**src/rtl/count_pulse_gen.sv**
```systemverilog
// count_pulse_gen_sync
//   Two-flop synchronizer for a vector of independent asynchronous bits.
//   Ports:
//     clock  in        system clock
//     clear  in        synchronous reset, active-high (flops go to 0)
//     d      in  [W]   asynchronous inputs
//     q      out [W]   synchronized outputs, two clocks of latency
module count_pulse_gen_sync #(
    parameter int W = 1
) (
    input  logic         clock,
    input  logic         clear,
    input  logic [W-1:0] d,
    output logic [W-1:0] q
);
    logic [W-1:0] meta;

    always_ff @(posedge clock) begin
        if (clear) begin
            meta <= '0;
            q    <= '0;
        end else begin
            meta <= d;
            q    <= meta;
        end
    end
endmodule

// count_pulse_gen
//   Push-button front end for the up/down counter. Produces a single-cycle
//   count pulse with auto-repeat while the button is held, and a debounced
//   direction level that only moves while no press is in progress.
//   Ports:
//     clock  in   system clock, rising edge
//     clear  in   synchronous reset, active-high
//     btn    in   raw push-button (asynchronous, bouncy)
//     m      in   raw mode switch (asynchronous, bouncy); 1 = down
//     tick   out  one-clock count pulse
//     dir    out  debounced direction (0 = up, 1 = down)
//     busy   out  high whenever the button FSM is not in IDLE
module count_pulse_gen #(
    parameter int DB_CYCLES   = 4,
    parameter int HOLD_CYCLES = 16,
    parameter int REP_CYCLES  = 4,
    parameter int CNT_W       = 8
) (
    input  logic clock,
    input  logic clear,
    input  logic btn,
    input  logic m,
    output logic tick,
    output logic dir,
    output logic busy
);
    // Every terminal count must be reachable by a CNT_W-bit timer.
    if (CNT_W < 1 || CNT_W > 30 ||
        DB_CYCLES   < 1 || DB_CYCLES   >= (1 << CNT_W) ||
        HOLD_CYCLES < 1 || HOLD_CYCLES >= (1 << CNT_W) ||
        REP_CYCLES  < 1 || REP_CYCLES  >= (1 << CNT_W)) begin : g_param_err
        $error("count_pulse_gen: cycle-count parameter out of range for CNT_W");
    end

    localparam logic [CNT_W-1:0] DB_LAST   = CNT_W'(DB_CYCLES - 1);
    localparam logic [CNT_W-1:0] HOLD_LAST = CNT_W'(HOLD_CYCLES - 1);
    localparam logic [CNT_W-1:0] REP_LAST  = CNT_W'(REP_CYCLES - 1);

    typedef enum logic [2:0] {
        IDLE,
        DEB_PRESS,
        HELD,
        REPEAT,
        DEB_REL
    } state_t;

    state_t           state, state_nxt;
    logic [CNT_W-1:0] timer, timer_nxt;
    logic [CNT_W-1:0] dcnt;
    logic             tick_nxt;
    logic [1:0]       sync_q;
    logic             btn_s, m_s;

    count_pulse_gen_sync #(.W(2)) u_sync (
        .clock (clock),
        .clear (clear),
        .d     ({m, btn}),
        .q     (sync_q)
    );

    assign btn_s = sync_q[0];
    assign m_s   = sync_q[1];
    assign busy  = (state != IDLE);

    always_ff @(posedge clock) begin
        if (clear) begin
            state <= IDLE;
            timer <= '0;
            tick  <= 1'b0;
        end else begin
            state <= state_nxt;
            timer <= timer_nxt;
            tick  <= tick_nxt;
        end
    end

    always_comb begin
        state_nxt = state;
        timer_nxt = timer + 1'b1;
        tick_nxt  = 1'b0;
        case (state)
            // Timer parked at 0 in IDLE so it cannot run away between presses.
            IDLE: begin
                timer_nxt = '0;
                if (btn_s) state_nxt = DEB_PRESS;
            end
            DEB_PRESS: begin
                if (!btn_s) begin
                    state_nxt = IDLE;
                end else if (timer == DB_LAST) begin
                    state_nxt = HELD;
                    tick_nxt  = 1'b1;
                end
            end
            HELD: begin
                if (!btn_s) begin
                    state_nxt = DEB_REL;
                end else if (timer == HOLD_LAST) begin
                    state_nxt = REPEAT;
                    tick_nxt  = 1'b1;
                end
            end
            // Wraps at REP_LAST, so an indefinite hold never overflows.
            REPEAT: begin
                if (!btn_s) begin
                    state_nxt = DEB_REL;
                end else if (timer == REP_LAST) begin
                    tick_nxt  = 1'b1;
                    timer_nxt = '0;
                end
            end
            // A brief drop during release goes back to HELD and restarts hold timing.
            DEB_REL: begin
                if (btn_s) begin
                    state_nxt = HELD;
                end else if (timer == DB_LAST) begin
                    state_nxt = IDLE;
                end
            end
            default: state_nxt = IDLE;
        endcase
        if (state_nxt != state) timer_nxt = '0;
        // With 1-cycle windows two ticks could land back to back; keep them apart.
        if (tick) tick_nxt = 1'b0;
    end

    // Direction debounce. The window only advances in IDLE, so a switch flip
    // during a press waits for the press to end and then debounces in full.
    always_ff @(posedge clock) begin
        if (clear) begin
            dir  <= 1'b0;
            dcnt <= '0;
        end else if (m_s == dir || state != IDLE) begin
            dcnt <= '0;
        end else if (dcnt == DB_LAST) begin
            dir  <= m_s;
            dcnt <= '0;
        end else begin
            dcnt <= dcnt + 1'b1;
        end
    end
endmodule

```
**config.mk**
```make
export PLATFORM = sky130hd
export DESIGN_NAME = count_pulse_gen
export DESIGN_NICKNAME = d
export VERILOG_FILES = /design/src/rtl/count_pulse_gen.sv
export SDC_FILE = /design/constraint.sdc
export NUM_CORES = 1
export LEC_CHECK = 0
export ABC_AREA = 0
export BUFFER_PORTS_ARGS = -buffer_cell sky130_fd_sc_hd__buf_2
export CAP_MARGIN = 40
export CORE_MARGIN = 3
export CORE_UTILIZATION = 55
export DETAILED_ROUTE_END_ITERATION = 12
export PLACE_DENSITY_LB_ADDON = 0.08
export REMOVE_ABC_BUFFERS = 1
export SETUP_SLACK_MARGIN = 0.4
export SKIP_CTS_REPAIR_TIMING = 1
export SYNTH_ARGS = -nofsm -noshare
export SYNTH_HDL_FRONTEND = slang
export SYNTH_SLANG_ARGS = --single-unit
```
**constraint.sdc**
```tcl
create_clock -name clock -period 3.6 [get_ports clock]
set_clock_uncertainty 0.05 [all_clocks]
set_input_delay 0 -clock clock [delete_from_list [all_inputs] [get_ports clock]]
set_output_delay 0 -clock clock [all_outputs]
set_load 0.005 [all_outputs]
```
==> impl_metrics.py, run 1 <==
metrics = {
    "run_status": {
        "status": "finished with violations",
        "violations": "hold timing",
    },
    "placed_design": {
        "placed_area_mm2": 0.00116,
        "port_buffers": 6,
        "hpwl_um": 1230,
        "gp_congestion": 0.786,
    },
    "timing": {
        "finalMaxSlewViolations": 0,
        "max_freq_mhz": 576,
        "fin_setup_tns_ns": 0,
        "post-route-period-util": 0.482,
        "grt_setup_unrepaired": "no",
        "holdWs_ns": -0.0110,
        "setup_viol": 0,
        "slew_headroom": 0.748,
        "hold_viol": 4,
        "worst_pin_slew_ns": 0.376,
        "period_minus_slack_ns": 1.74,
    },
    "synthesis": {
        "avgSynthCellArea_um2": 9.54,
        "synth.yosys.warnings": 0,
        "synth_seq_area_share": 0.448,
        "synthFlopType": "dfxtp_1",
        "synth_edf_count": 0,
        "yosys.area.top_type_share": 0.448,
        "synth_top_area_cell": "dfxtp_1",
        "synth_cell_types": 35,
        "synth_area_mm2": 0.00112,
        "synth.area.top_cells": "dfxtp_1, xor2_1, xnor2_1",
        "syn_inst": 117,
        "synthArstFlopShare": 0,
        "ys_seq_elements": 25,
    },
    "final_layout": {
        "drive_gt1_frac": 0.144,
        "final_area_mm2": 0.00121,
        "antenna_cells": 0,
        "nets": 132,
        "area_growth_pct": 8.18,
    },
    "worst_setup_path": {
        "crit_chain": "ha_1 -> or4b_4 -> o21ai_2 -> nor2_1",
        "crit_slowest_cell": "or4b_4",
        "cp-end-kind": "flop",
        "path_max_fanout": 8,
        "start_kind": "flop",
        "worst_path_largest_cell_delay_ns": 0.50,
        "path_class": "reg -> reg",
        "crit_arrival_ns": 1.89,
        "cp.required_ns": 3.76,
    },
    "drt": {
        "ant_nets": 0,
        "drc": 0,
        "via_per_inst": 5.39,
        "num_vias": 808,
        "routedWlPerCell_um": 11.6,
        "drtIter0Drc": 10,
        "first_pass_iters": 4,
        "drt-total-wl_um": 1740,
    },
    "clocking": {
        "clock-sinks": 25,
        "cts_buffers": 3,
        "max-clock-path-buffers": 2,
        "clock_latency_ns": 0.32,
        "h-tree-depth": 1,
        "cts_tree": "yes",
        "cts_root_buf": "clkbuf_4",
        "clk_pin_slew_worst_paths_ns": 0.13,
    },
    "die": {
        "die_y_um": 51.0,
        "rows": 15,
        "die_w_um": 51.0,
        "die_area_mm2": 0.00261,
        "core_area_mm2": 0.00182,
        "num_io_pins": 7,
        "start_util": 0.613,
    },
    "global_routing": {
        "track_usage": 0.165,
        "grt_antenna_before_repair": 0,
        "grt_pass1_wl_um": 3260,
        "grt_pass1_vias": 739,
        "grt_max_degree": 19,
        "overflow": 0,
    },
    "flow_run": {
        "maxCapViolations": 0,
    },
    "power": {
        "leakage_uw": 0.000427,
        "p_per_area_mw_per_mm2": 347,
        "ir_drop_mv": 0.260,
    },
    "worst_hold_path": {
        "hp-class": "in -> reg",
    },
}
[cell usage after synthesis (all sizes together), types with 2 or more instances]
cell    number
nor2b        8
dfxtp       25
buf          2
nor3         4
a21oi        3
nand2        3
and3         3
xor2         7
nand3        8
nor2        13
nor3b        2
a31oi        3
o21ai        2
inv          3
xnor2        6
or3          2
nor4         9
ha           2
clkbuf       2
[layer usage]
layer  global-route usage  vias to the layer above  share of wire
met4               0.0807                        0          0.024
met3               0.0350                        5          0.025
met5                    0                        -              0
li1                     -                      426              -
met2                0.236                       13           0.44
met1                0.233                      364           0.51
[final cells by class]
type                            instances  area (um^2)
Fill cell                             165          613
Timing Repair Buffer                    8         50.0
Clock buffer                            3         22.5
Tap cell                               25         31.3
Clock inverter                          1         5.00
Inverter                                3         11.3
Multi-Input combinational cell         85          587
Sequential cell                        25          500
[logic make-up (layout without fill, tap and decap cells)]
group,count (synthesis),in the layout,synth area share
AOI/OAI and AO/OA,13,13,0.0919
xor gates and xnor gates,13,13,0.102
adders and majority gates,2,2,0.0224
buffers and inverters,7,15,0.0258
DFF,25,25,0.448
muxes,1,1,0.00897
and+or+nand+nor,56,56,0.300
[where the power goes]
group	internal (uW)	switching [uW]	leakage [uW]
logic	6.69	8.21	0.000207
clock network	41.6	81.0	0.0000177
registers	279	2.20	0.000202
[worst paths after layout]
| path | from | end | slack, ns | cells after the start |
|---|---|---|---|---|
| setup reg to reg | dcnt[0]$_SDFF_PP0_ | dcnt[2]$_SDFF_PP0_ | 1.86 | 4 |
| hold / removal | clear | dir$_SDFFE_PP0P_ | -0.01 | 2 |
| setup / recovery | dcnt[0]$_SDFF_PP0_ | dcnt[2]$_SDFF_PP0_ | 1.86 | 4 |
| hold reg to reg | tick$_SDFF_PP0_ | tick$_SDFF_PP0_ | 0.39 | 1 |
[critical path: cells and delay by family (launching register included)]
kind | cells | cell delay, ns
AO/OA/AOI/OAI | 1 | 0.34
adder cells (fa/ha/maj) | 1 | 0.25
flip-flops | 1 | 0.41
AND/OR/NAND/NOR | 2 | 0.59
[flip-flops by register name (all words and copies together) (netlist names)]
| register | cells |
|---|---|
| u_sync.meta | 2 |
| timer | 8 |
| u_sync.q | 2 |
| dir | 1 |
| dcnt | 8 |
| tick | 1 |
| state | 3 |
[placed cells by master (no fill, tap or decap), drive strengths merged, types with 3 or more instances in the layout]
master  synthesis  final
a21oi           3      3
a31oi           3      3
and3            3      3
buf             2      6
clkbuf          2      3
dfxtp          25     25
inv             3      3
nand2           3      3
nand3           8      8
nor2           13     13
nor2b           8      8
nor3            4      4
nor4            9      9
xnor2           6      6
xor2            7      7
[stage by stage]
step	worst slack [ns]	cells	hold slack [ns]	power [uW]	util
2_1_floorplan	1.97	113	0.0216	295	-
3_3_place_gp	1.88	144	0.157	301	0.637
3_5_place_dp	1.87	144	0.166	301	0.637
4_1_cts	1.85	148	-0.175	424	0.652
5_1_grt	1.71	150	0.0141	435	0.663
6_report	1.86	150	-0.0110	419	0.663
Note: power is estimated with default switching activity, not from simulation.
==> inputs of run 2 (changes only) <==
--- a/config.mk
+++ b/config.mk
@@ -5,11 +5,11 @@
 export SDC_FILE = /design/constraint.sdc
 export NUM_CORES = 1
 export LEC_CHECK = 0
-export ABC_AREA = 0
+export ABC_AREA = 1
 export BUFFER_PORTS_ARGS = -buffer_cell sky130_fd_sc_hd__buf_2
 export CAP_MARGIN = 40
 export CORE_MARGIN = 3
-export CORE_UTILIZATION = 55
+export CORE_UTILIZATION = 52
 export DETAILED_ROUTE_END_ITERATION = 12
 export PLACE_DENSITY_LB_ADDON = 0.08
 export REMOVE_ABC_BUFFERS = 1
==> constraint.sdc (replaced) <==
create_clock -name clock -period 1.5 [get_ports clock]
set_clock_uncertainty 0.05 [all_clocks]
set_input_delay 0 -clock clock [delete_from_list [all_inputs] [get_ports clock]]
set_output_delay 0 -clock clock [all_outputs]
set_load 0.005 [all_outputs]
==> run 2 against run 1 <==
Effect of this change:
- the run now ends clean
- via count increased by 44%
- design area increased by 35%
- count of clock-buffer cells in the layout unchanged
- critical path depth increased by 3
- total power increased to 2.5 times the previous value
- combinational power increased to 5.9 times the previous value
- sequential power increased by 140%
- wire length increased by 54%
- clock power increased by 150%
- register-to-register slack got worse by 1.8 ns
- cell count increased by 47%
- sequential cell count unchanged
- largest power group unchanged
==> impl_metrics.py, run 2 <==
metrics = {
    "global_routing": {
        "grt_max_degree": 16,
        "grt_antenna_before_repair": 0,
        "track_usage": 0.174,
        "grt_pass1_vias": 956,
        "grt_pass1_wl_um": 3870,
        "overflow": 0,
    },
    "die": {
        "start_util": 0.583,
        "die_y_um": 54.3,
        "core_area_mm2": 0.00208,
        "rows": 16,
        "num_io_pins": 7,
        "die_w_um": 54.3,
        "die_area_mm2": 0.00295,
    },
    "clocking": {
        "clk_pin_slew_worst_paths_ns": 0.14,
        "max-clock-path-buffers": 2,
        "cts_root_buf": "clkbuf_4",
        "clock_latency_ns": 0.31,
        "cts_buffers": 3,
        "cts_tree": "yes",
        "clock-sinks": 25,
        "h-tree-depth": 1,
    },
    "synthesis": {
        "yosys.area.top_type_share": 0.412,
        "synth_compound_area_frac": 0.0701,
        "synth_adder_area_share": 0.0206,
        "ys_top_cells_by_count": "nor2_1, inv_1, dfxtp_1, nand2_1, nand3_1",
        "synth_mux_area_frac": 0,
        "synthArstFlopShare": 0,
        "yosys.area_share.xor_xnor": 0.0577,
        "synth_top_area_cell": "dfxtp_1",
        "synth_edf_count": 0,
        "synth_seq_area_share": 0.412,
        "synth_cell_types": 24,
        "synth.area.top_cells": "dfxtp_1, nor2_1, inv_1",
        "synth-simple-area-share": 0.336,
        "synthFlopType": "dfxtp_1",
        "synth_top_family_by_area": "simple AND/OR/NAND/NOR gates",
        "avgSynthCellArea_um2": 7.14,
        "yosysMostFrequentCell": "nor2_1",
        "synth.yosys.warnings": 0,
        "syn_inst": 170,
        "ys_seq_elements": 25,
        "synth_area_mm2": 0.00121,
    },
    "placed_design": {
        "port_buffers": 6,
        "hpwl_um": 1740,
        "dpl.cell_count": 205,
        "gp_congestion": 0.922,
        "placed_area_mm2": 0.00130,
    },
    "worst_hold_path": {
        "hp-start": "clear",
        "holdPathEnd": "dcnt[3]$_SDFF_PP0_",
        "hp-class": "in -> reg",
        "min_path_cells": 5,
    },
    "final_layout": {
        "finalNonFillerCells": 220,
        "layout_commonest_cell": "nor2_1",
        "antenna_cells": 0,
        "final_area_mm2": 0.00163,
        "nets": 200,
        "area_growth_pct": 34.5,
        "layout_common_cells": "nor2_1, inv_1, nand2_1, dfxtp_2",
        "drive_gt1_frac": 0.430,
        "reg_top3": "dcnt x8, timer x8, state x3",
    },
    "drt": {
        "routedWlPerCell_um": 12.2,
        "drc": 0,
        "num_vias": 1164,
        "via_per_inst": 5.29,
        "drtIter0Drc": 36,
        "first_pass_iters": 4,
        "drt-total-wl_um": 2680,
        "ant_nets": 0,
    },
    "worst_setup_path": {
        "path_class": "reg -> reg",
        "path_max_fanout": 8,
        "worstReg2RegEnd": "timer[6]$_SDFF_PP0_",
        "crit_slowest_cell": "dfxtp_4",
        "startpoint": "state[2]$_SDFF_PP0_",
        "crit_chain": "nor2_4 -> inv_2 -> o21ai_1 -> inv_1 -> nand2_4 -> nand4_4 -> nor2_2",
        "worst_path_largest_cell_delay_ns": 0.41,
        "reg2reg_slack_ns": 0.1,
        "start_kind": "flop",
        "cp.required_ns": 1.71,
        "r2r_start": "state[2]$_SDFF_PP0_",
        "cp-end-kind": "flop",
        "r2r_cells": 7,
        "crit_arrival_ns": 1.61,
    },
    "timing": {
        "period_minus_slack_ns": 1.40,
        "max_freq_mhz": 714,
        "setup_viol": 0,
        "post-route-period-util": 0.934,
        "slew_headroom": 0.834,
        "worst_pin_slew_ns": 0.247,
        "fin_setup_tns_ns": 0,
        "grt_setup_unrepaired": "yes",
        "finalMaxSlewViolations": 0,
        "hold_viol": 0,
    },
    "power": {
        "p_per_area_mw_per_mm2": 649,
        "ir_drop_mv": 0.519,
        "leakage_uw": 0.000642,
    },
    "run_status": {
        "status": "completed",
    },
    "flow_run": {
        "maxCapViolations": 0,
    },
}
[run 2: cell types whose count changed in the layout (fill, tap and decap cells not counted), moves of 7 or more]
cell     change
dfxtp_1     -19
buf_4        +9
nand2_1     +14
dfxtp_2     +12
nor4_1       -7
nor2_2       +7
nor2b_1      -8
inv_2        +9
inv_1       +19
dfxtp_4      +7
nor2_1      +13
nand4_1      +7
[run 2: cell type report]
type | instances | area (um^2)
clock buffer | 3 | 22.5
clock inverter | 1 | 7.51
fill | 142 | 449
inverter | 31 | 116
multi-input combinational | 112 | 744
sequential | 25 | 542
tap | 27 | 33.8
timing repair buffer | 21 | 166
[run 2: worst max-delay path: cells and delay by family, from the launching register on]
family / cells / cell delay (ns)
buf+inv: 2 / 0.17
flops: 1 / 0.41
compound gates: 1 / 0.15
simple gates: 4 / 0.56
[run 2: how the worst max path moves through the flow]
stage                     slack, ns             endpoint  cells after the start
after global routing          0.005  timer[0]$_SDFF_PP0_                      8
after global placement         0.05  timer[5]$_SDFF_PP0_                      6
after detailed placement       0.02  timer[3]$_SDFF_PP0_                      6
final                           0.1  timer[6]$_SDFF_PP0_                      7
after CTS                    -0.009  timer[5]$_SDFF_PP0_                      6
after floorplan                0.13   dcnt[7]$_SDFF_PP0_                      5
[run 2: logic make-up after synthesis]
family,count (synthesis)
simple gates,89
xor+xnor,8
compound gates,13
buf+inv,33
fa+ha+maj,2
flops,25
[run 2: stage by stage]
step / hold WS, ns / total power [uW] / setup slack [ns] / util
CTS: -0.181 / 1050 / -0.00905 / 0.638
floorplan: 0.0212 / 731 / 0.132 / -
detailed placement: 0.166 / 754 / 0.0176 / 0.624
finish: 0.0318 / 1060 / 0.0996 / 0.784
global route: 0.0439 / 1110 / 0.00455 / 0.784
global placement: 0.153 / 752 / 0.0496 / 0.624
[run 2: power by group]
group          switching [uW]  internal [uW]  leakage [uW]
Clock                     201            102     0.0000139
Sequential               8.04            662      0.000214
Combinational            50.8           37.7      0.000414
[run 2: routing by layer]
metal | track usage | vias to the layer above | share of wire
met5 | 0 | - | 0
met4 | 0.0498 | 0 | 0.0071
met3 | 0.0245 | 2 | 0.033
met2 | 0.291 | 19 | 0.52
met1 | 0.232 | 552 | 0.44
li1 | - | 591 | -
